--- config.mk ---
export PLATFORM = sky130hd
export DESIGN_NAME = divide_seq
export DESIGN_NICKNAME = d
export VERILOG_FILES = /design/src/rtl/divide_pkg.sv /design/src/rtl/divide_step.sv /design/src/rtl/divide_seq.sv
export SDC_FILE = /design/constraint.sdc
export NUM_CORES = 1
export LEC_CHECK = 0
export CAP_MARGIN = 10
export CORE_ASPECT_RATIO = 1.5
export CORE_UTILIZATION = 40
export CTS_CLUSTER_DIAMETER = 50
export DETAILED_ROUTE_END_ITERATION = 8
export SLEW_MARGIN = 5
export SYNTH_ARGS = -nofsm -noshare
export SYNTH_HDL_FRONTEND = slang
export SYNTH_SLANG_ARGS = --single-unit
--- constraint.sdc ---
create_clock -name clk -period 3.6 [get_ports clk]
set_input_delay 0.72 -clock clk [delete_from_list [all_inputs] [get_ports clk]]
set_output_delay 0.72 -clock clk [all_outputs]
set_load 0.01 [all_outputs]
--- src/rtl/divide_pkg.sv ---
// Shared types and sizing helpers for the iterative restoring divider.
// divide_seq and divide_step both import this package.
package divide_pkg;

  typedef enum logic [1:0] {
    IDLE = 2'd0,
    CALC = 2'd1,
    DONE = 2'd2
  } state_e;

  // Iteration counter width; it holds WIDTH-1 down to 0.
  function automatic int cnt_width(input int width);
    return (width <= 2) ? 1 : $clog2(width);
  endfunction

endpackage

--- src/rtl/divide_step.sv ---
// One restoring-division iteration: shift in a dividend bit, trial-subtract the divisor.
// Purely combinational; no clock, no handshake.
module divide_step
  import divide_pkg::*;
#(
  parameter int WIDTH = 16
) (
  input  logic [WIDTH:0]   rem_i,
  input  logic             dvd_bit_i,
  input  logic [WIDTH-1:0] divisor_i,
  output logic [WIDTH:0]   rem_o,
  output logic             q_bit_o
);

  logic [WIDTH:0] shifted;
  logic [WIDTH:0] dvs_ext;

  // The remainder stays below the divisor, so its top bit is normally clear;
  // if it were set, the shifted value would exceed any divisor.
  always_comb begin
    shifted = {rem_i[WIDTH-1:0], dvd_bit_i};
    dvs_ext = {1'b0, divisor_i};
    q_bit_o = rem_i[WIDTH] | (shifted >= dvs_ext);
    rem_o   = q_bit_o ? (shifted - dvs_ext) : shifted;
  end

endmodule

--- src/rtl/divide_seq.sv ---
// Iterative unsigned restoring divider: one quotient bit per clock, valid/ready on both sides.
// DIVIDE_SEQ_ZERO_FAST_EN: a zero divisor skips the iterations and goes straight to DONE.
module divide_seq
  import divide_pkg::*;
#(
  parameter int WIDTH = 16
) (
  input  logic             clk,
  input  logic             rst,
  input  logic             in_valid,
  output logic             in_ready,
  input  logic [WIDTH-1:0] dividend,
  input  logic [WIDTH-1:0] divisor,
  output logic             out_valid,
  input  logic             out_ready,
  output logic [WIDTH-1:0] quotient,
  output logic [WIDTH-1:0] remainder,
  output logic             div_zero
);

  localparam int CW = cnt_width(WIDTH);
  localparam logic [CW-1:0] CNT_LOAD = CW'(WIDTH - 1);

  state_e          state_q, state_d;
  logic [CW-1:0]    cnt_q, cnt_d;
  logic [WIDTH-1:0] shf_q, shf_d;
  logic [WIDTH-1:0] dvs_q, dvs_d;
  logic [WIDTH:0]   prem_q, prem_d;
  logic [WIDTH-1:0] quot_q, quot_d;
  logic [WIDTH-1:0] rem_q, rem_d;
  logic             dz_q, dz_d;

  logic             accept;
  logic             deliver;
  logic [WIDTH:0]   step_rem;
  logic             step_q;
  logic [WIDTH-1:0] shf_next;

  assign in_ready  = (state_q == IDLE);
  assign out_valid = (state_q == DONE);
  assign accept    = in_valid && in_ready;
  assign deliver   = out_valid && out_ready;

  assign quotient  = quot_q;
  assign remainder = rem_q;
  assign div_zero  = dz_q;

  divide_step #(
    .WIDTH(WIDTH)
  ) u_step (
    .rem_i    (prem_q),
    .dvd_bit_i(shf_q[WIDTH-1]),
    .divisor_i(dvs_q),
    .rem_o    (step_rem),
    .q_bit_o  (step_q)
  );

  // Dividend bits leave at the MSB while quotient bits enter at the LSB.
  assign shf_next = {shf_q[WIDTH-2:0], step_q};

  always_ff @(posedge clk or posedge rst) begin
    if (rst) begin
      state_q <= IDLE;
    end else begin
      state_q <= state_d;
    end
  end

  always_comb begin
    state_d = state_q;
    case (state_q)
      IDLE: begin
        if (accept) begin
`ifdef DIVIDE_SEQ_ZERO_FAST_EN
          state_d = (divisor == '0) ? DONE : CALC;
`else
          state_d = CALC;
`endif
        end
      end
      CALC: begin
        if (cnt_q == '0) state_d = DONE;
      end
      DONE: begin
        if (deliver) state_d = IDLE;
      end
      default: state_d = IDLE;
    endcase
  end

  always_comb begin
    cnt_d  = cnt_q;
    shf_d  = shf_q;
    dvs_d  = dvs_q;
    prem_d = prem_q;
    quot_d = quot_q;
    rem_d  = rem_q;
    dz_d   = dz_q;
    case (state_q)
      IDLE: begin
        if (accept) begin
          shf_d  = dividend;
          dvs_d  = divisor;
          prem_d = '0;
          cnt_d  = CNT_LOAD;
          dz_d   = (divisor == '0);
`ifdef DIVIDE_SEQ_ZERO_FAST_EN
          if (divisor == '0) begin
            quot_d = '1;
            rem_d  = dividend;
          end
`endif
        end
      end
      CALC: begin
        shf_d  = shf_next;
        prem_d = step_rem;
        if (cnt_q == '0) begin
          quot_d = shf_next;
          rem_d  = step_rem[WIDTH-1:0];
        end else begin
          cnt_d = cnt_q - CW'(1);
        end
      end
      default: ;
    endcase
  end

  always_ff @(posedge clk or posedge rst) begin
    if (rst) begin
      cnt_q  <= '0;
      shf_q  <= '0;
      dvs_q  <= '0;
      prem_q <= '0;
      quot_q <= '0;
      rem_q  <= '0;
      dz_q   <= 1'b0;
    end else begin
      cnt_q  <= cnt_d;
      shf_q  <= shf_d;
      dvs_q  <= dvs_d;
      prem_q <= prem_d;
      quot_q <= quot_d;
      rem_q  <= rem_d;
      dz_q   <= dz_d;
    end
  end

endmodule
==> reports/results.tsv, run 1 <==
stage	metric	value	unit
routing	ant_nets	0	
critical_path	critPathCaptureType	flop	
grt	grtUsageTotal	19.5	%
finish	nets	590	
critical_path	r2r_end	remainder[15]	
routing	vias	3547	
sta	worst_slew_pin_slew	0.604	ns
synth	synth-seq-area-share	49.4	%
sta	setup-violations-final	0	
placed_design	dp_hpwl	7.46	mm
critical_path	cpMaxStageDelayCell	or4_4	
critical_path	crit_fanout	18	
critical_path	critPathMaxStageDelay	0.47	ns
synth	synth_edf_count	0	
power_and_ir_drop	leakagePower	0.00242	µW
sta	timing.final.crit_period	2.74	ns
placed_design	numPortBuffers	70	
floorplanning	core.rowCount	46	
sta	fmax	365	MHz
finish	drive_gt1_share	9.24	%
clocking	cts_max_level	3	
synth	syn_area	4460	µm²
grt	overflow	0	
critical_path	crit_family	compound AO/OA/AOI/OAI gates	
floorplanning	fp.dieH	131	µm
sta	fin_worst_skew	0.00764	ns
grt	grt_pass1_wl	17.3	mm
floorplanning	die_area	11600	µm²
finish	antenna_cells	0	
critical_path	cp_data_required_time	3.87	ns
critical_path	cp_cell_sequence	ha_1 -> nand4_1 -> or4_4 -> o31a_1 -> a21boi_2 -> buf_4 -> a211o_1 -> a41oi_2	
clocking	cts_tree	yes	
routing	routed_wl	10.4	mm
synth	yosysTopAreaCell	dfrtp_1	
clocking	cts_buffers	9	
clocking	clk_path_buf_depth	2	
sta	rsz0062_at_grt	false	
critical_path	crit_arrival	3.01	ns
finish	layout_common_cells	88 x dfrtp_1, 81 x nand2_1, 70 x clkdlybuf4s50_1	
synth	async_reset_ff_share	100	%
clocking	clkTransAtPathRegs	0.06	ns
critical_path	r2r_start	prem_q[7]	
sta	fin_setup_tns	0	ns
placed_design	place_area	5320	µm²
synth	syn_area_per_cell	9.49	µm²
grt	antenna_found_initial	0	
synth	synth_warnings	0	
synth	syn_inst	470	
job	drv_cap	0	
sta	slew_headroom	59.7	%
synth	synth_top_flop_cell	dfrtp_1	
clocking	worst_skew_pair.late_latency	0.35	ns
sta	hold_viol_final	0	
grt	grt_pass1_vias	3516	
routing	wire_per_inst	15.2	µm
worst_hold_path	worstHoldPathCells	2	
finish	area.growth.synth_to_final	26.5	%
synth	synth_top_area_share	49.4	%
critical_path	crit_buf_inv	1	
worst_hold_path	hp-start	remainder[12]	
power_and_ir_drop	powerDensity	1100	nW/µm²
finish	fin_area	5640	µm²
finish	final_common_cell	dfrtp_1	
finish	nFillCells	1044	
clocking	holdBufCountCts	0	
routing	drt-initial-drc-count	183	
worst_hold_path	hold_class	reg2reg	
clocking	cts-root-buf	clkbuf_16	
floorplanning	coreArea	10700	µm²
placed_design	place.gp.congestion	0.870	
critical_path	path_class	reg2reg	
floorplanning	die_w	88.2	µm
critical_path	reg2regPathDepth	8	
synth	ys_seq_elements	88	
power_and_ir_drop	vdd_drop_max	465	µV
grt	grt_max_degree	62	
critical_path	startpoint_type	flop	
synth	yosysUniqueCellTypes	46	
routing	drc	0	
run_status	status	finished clean	
clocking	cts.sinks	88	
floorplanning	io_pins	71	
clocking	post_cts_buffers	0	
synth	syn-num-nets	524	
routing	avgViaCountPerCell	5.18	
worst_hold_path	min_to	remainder[12]	
sta	drv_slew	0	
synth	synthTopCellsByArea	dfrtp_1 49%, nand2_1 6.9%, ha_1 4.8%	
critical_path	ff2ff_setup_slack	0.86	ns
routing	dr.pass1.iters	4	
clocking	ctsResizeCount	0	
floorplanning	initial_utilization	41.6	%
sta	finalCritPeriodShare	76.1	%
## stage by stage
step	hold WS (ns)	setup slack (ns)	power, µW	cells	utilization, %
floorplan	0.452	0.601	4200	470	-
global placement	0.468	0.919	5160	669	49.7
detailed placement	0.475	0.873	5210	669	49.7
CTS	0.489	0.860	6240	685	52.7
global route	0.522	0.666	6700	685	52.7
finish	0.487	0.859	6200	685	52.7
## power by group
group / switching, µW / internal [µW] / total [µW]
logic: 1920 / 1530 / 3460
registers: 280 / 1460 / 1740
clock network: 391 / 608 / 1000
## per-layer routing
| layer | routed length [µm] | up-vias | GRT usage, % |
|---|---|---|---|
| met5 | 0 | - | 0 |
| met4 | 227 | 0 | 9.14 |
| met3 | 439 | 14 | 4.08 |
| met2 | 5060 | 68 | 30.5 |
| met1 | 4690 | 1698 | 25.3 |
| li1 | - | 1767 | - |
## registers in the layout (all words and copies together), names as in the netlist
signal     flops
prem_q        17
state_q        2
remainder     16
shf_q         16
quotient      16
div_zero       1
dvs_q         16
cnt_q          4
## cells in the mapped netlist, drive strengths merged, types with 5 or more instances
cell type	n
a21oi	18
a31oi	17
clkbuf	22
dfrtp	88
ha	17
inv	23
mux2	16
mux2i	13
nand2	83
nand3	17
nand4	5
nor2	30
nor4	5
o21ai	56
xnor2	10
## layout make-up
cell class	count	area, µm²	area share (%)
clock buffer	11	233	4.13
clock inverter	5	81.3	1.44
inverter	23	87.6	1.55
multi-input combinational	335	2070	36.8
sequential	88	2200	39.1
tap	144	180	3.20
timing repair buffer	79	781	13.8
## logic make-up after synthesis
kind of cell | after synthesis | share of synthesized area (%)
flip-flops | 88 | 49.4
buffers and inverters | 47 | 4.29
adder cells (fa/ha/maj) | 18 | 5.22
multiplexers | 29 | 7.04
AND/OR/NAND/NOR | 154 | 14.9
XOR/XNOR | 13 | 2.55
AO/OA/AOI/OAI | 121 | 16.6
## worst reg2reg max path: stages, from the launching register on
cell	delay [ns]
dfrtp_1	0.40
ha_1	0.39
nand4_1	0.17
or4_4	0.47
o31a_1	0.35
a21boi_2	0.16
buf_4	0.23
a211o_1	0.31
a41oi_2	0.18
## worst max-delay path by stage
stage | startpoint | end | slack, ns | cells past startpoint
3_3_place_gp | prem_q[13] | prem_q[12] | 0.92 | 8
2_1_floorplan | rst | cnt_q[0] | 0.60 | 1
5_1_grt | prem_q[13] | prem_q[7] | 0.67 | 8
4_1_cts | prem_q[13] | prem_q[12] | 0.86 | 8
3_5_place_dp | prem_q[13] | prem_q[12] | 0.87 | 8
6_report | prem_q[7] | remainder[15] | 0.86 | 8
Power figures use the tool's default switching activity.
==> run 2, diff against run 1 <==
Clock period 3.6 ns to 2.8 ns, I/O delays scaled along.
==> run 2 against run 1 <==
Compared with the run above:
- routed wire length increased by 0.97%
- register-to-register slack got worse by 0.68 ns
- sequential share of layout area decreased by 0.26 points
- first-iteration DRC count increased by 6.6%
- worst hold slack got worse by 0.0028 ns
- clock-buffer cell count increased by 1
- largest cell class unchanged
==> reports/results.tsv, run 2 (synthesized netlist as in run 1, its figures left out) <==
stage	metric	value	unit	change
power_and_ir_drop	pwr-share-comb	58.4	%	was 55.8%
floorplanning	core.rowCount	46		unchanged
power_and_ir_drop	netSwitchingPower	3390	µW	was 2600 µW
grt	grt_max_degree	89		was 62
placed_design	place_area	5400	µm²	was 5320 µm²
power_and_ir_drop	p_int	4590	µW	was 3600 µW
sta	fmax	381	MHz	was 365 MHz
clocking	worst_skew_pair.late_latency	0.34	ns	was 0.35 ns
finish	area.growth.synth_to_final	27.3	%	was 26.5%
finish	top_register	prem_q		unchanged
sta	worst_slew_pin_slew	0.491	ns	was 0.604 ns
sta	setup-violations-final	0		unchanged
clocking	cts_max_level	3		unchanged
worst_hold_path	worstHoldPathCells	2		unchanged
critical_path	startpoint_type	flop		unchanged
sta	slew_headroom	66.9	%	was 59.7%
clocking	cts_tree	yes		unchanged
power_and_ir_drop	vdd_drop_max	603	µV	was 465 µV
clocking	cts_buffers	9		unchanged
clocking	cts.sinks	88		unchanged
critical_path	crit_fanout	13		was 18
power_and_ir_drop	leakagePower	0.00243	µW	was 0.00242 µW
worst_hold_path	hold_class	reg2reg		unchanged
job	drv_cap	0		unchanged
critical_path	crit_arrival	2.83	ns	was 3.01 ns
clocking	holdBufCountCts	0		unchanged
finish	nFillCells	1018		was 1044
power_and_ir_drop	p_seq_share	28.2	%	was 28.1%
routing	routed_wl	10.5	mm	was 10.4 mm
routing	ant_nets	0		unchanged
finish	final_common_cell	dfrtp_1		unchanged
clocking	clk_path_buf_depth	2		unchanged
grt	grt_pass1_wl	17.9	mm	was 17.3 mm
floorplanning	initial_utilization	41.6	%	unchanged
run_status	status	finished clean		unchanged
critical_path	critPathCaptureType	flop		unchanged
sta	hold_ws	0.484	ns	was 0.487 ns
floorplanning	fp.dieH	131	µm	unchanged
routing	avgViaCountPerCell	5.18		about the same
critical_path	cp_data_required_time	3.01	ns	was 3.87 ns
power_and_ir_drop	swShare	42.5	%	was 41.9%
power_and_ir_drop	powerDensity	1410	nW/µm²	was 1100 nW/µm²
sta	hold_viol_final	0		unchanged
power_and_ir_drop	p_clk_share	13.5	%	was 16.1%
sta	fin_worst_skew	0.00517	ns	was 0.00764 ns
finish	fin_area	5680	µm²	was 5640 µm²
clocking	clkTransAtPathRegs	0.06	ns	about the same
clocking	cts-root-buf	clkbuf_16		unchanged
critical_path	reg2regPathDepth	9		was 8
floorplanning	coreArea	10700	µm²	unchanged
floorplanning	die_area	11600	µm²	unchanged
grt	antenna_found_initial	0		unchanged
finish	drive_gt1_share	10.4	%	was 9.24%
sta	rsz0062_at_grt	false		unchanged
routing	drc	0		unchanged
finish	antenna_cells	0		unchanged
grt	overflow	0		unchanged
sta	finalCritPeriodShare	93.8	%	was 76.1%
grt	grt_pass1_vias	3678		was 3516
finish	layout_common_cells	88 x dfrtp_1, 81 x nand2_1, 70 x clkdlybuf4s50_1		unchanged
placed_design	numPortBuffers	70		unchanged
sta	fin_setup_tns	0	ns	unchanged
floorplanning	io_pins	71		unchanged
routing	drt-initial-drc-count	195		was 183
placed_design	dp_hpwl	7.55	mm	was 7.46 mm
grt	grtUsageTotal	19.9	%	was 19.5%
floorplanning	die_w	88.2	µm	unchanged
sta	drv_slew	0		unchanged
critical_path	path_class	reg2reg		unchanged
finish	nets	597		was 590
placed_design	place.gp.congestion	0.836		was 0.870
routing	wire_per_inst	15.2	µm	about the same
routing	vias	3578		was 3547
routing	dr.pass1.iters	4		unchanged
sta	timing.final.crit_period	2.63	ns	was 2.74 ns
finish	largest_reg_flops	17		unchanged
## run 2: cell types whose count changed in the layout (fill, tap and decap cells not counted), sizes merged
cell,before,now
clkbuf,11,12
buf,9,16
bufinv,2,0
clkinvlp,1,3
clkinv,3,1
## run 2: critical path: stages, from the launching register on
cell and delay (ns):
dfrtp_1 0.36, inv_1 0.09, ha_1 0.25, a21o_1 0.18, a2111oi_2 0.44, o31a_1 0.28, a21boi_4 0.28, buf_12 0.19
mux2i_1 0.31, o21ai_1 0.10
## run 2: timing repair
action	4_1_cts	5_1_grt
setup endpoints to repair	0	18
resized for setup	0	3
setup buffers	0	0
## run 2: cell type report
cell class	count	area, µm²	share of cell area, %
multi-input combinational	335	2090	36.8
inverter	23	90.1	1.59
clock buffer	12	236	4.17
clock inverter	3	20.0	0.353
timing repair buffer	86	858	15.1
sequential	88	2200	38.8
tap	144	180	3.17
## run 2: final timing paths
path | from | endpoint | slack (ns)
max reg2reg | dvs_q[14] | remainder[9] | 0.17
min | div_zero | div_zero | 0.48
min reg2reg | div_zero | div_zero | 0.48
max | dvs_q[14] | remainder[9] | 0.17
min in group asynchronous | rst | prem_q[2] | 0.70
max in group asynchronous | rst | quotient[2] | 1.74
## run 2: stage by stage
step	utilization (%)	power, µW	std cells	setup WS (ns)
floorplan	-	5410	470	0.342
global placement	50.5	6770	676	0.163
detailed placement	50.5	6850	676	0.110
CTS	52.9	7990	691	0.101
global route	53.0	8650	691	0.00139
finish	53.0	7980	691	0.175
## run 2: power by group through the flow
stage               registers (µW)  logic, µW  clock network (µW)
finish                        2250       4660                1070
global route                  2320       5170                1160
CTS                           2250       4630                1110
detailed placement            2270       4580                   0
global placement              2250       4520                   0
floorplan                     2260       3150                   0
## run 2: layer usage
layer  up-vias  track usage [%]  share of wire (%)
met4         0             7.26                1.7
li1       1788                -                  -
met2        58             32.5                 51
met3        16             5.09                4.1
met1      1716             24.9                 43
met5         -                0                  0
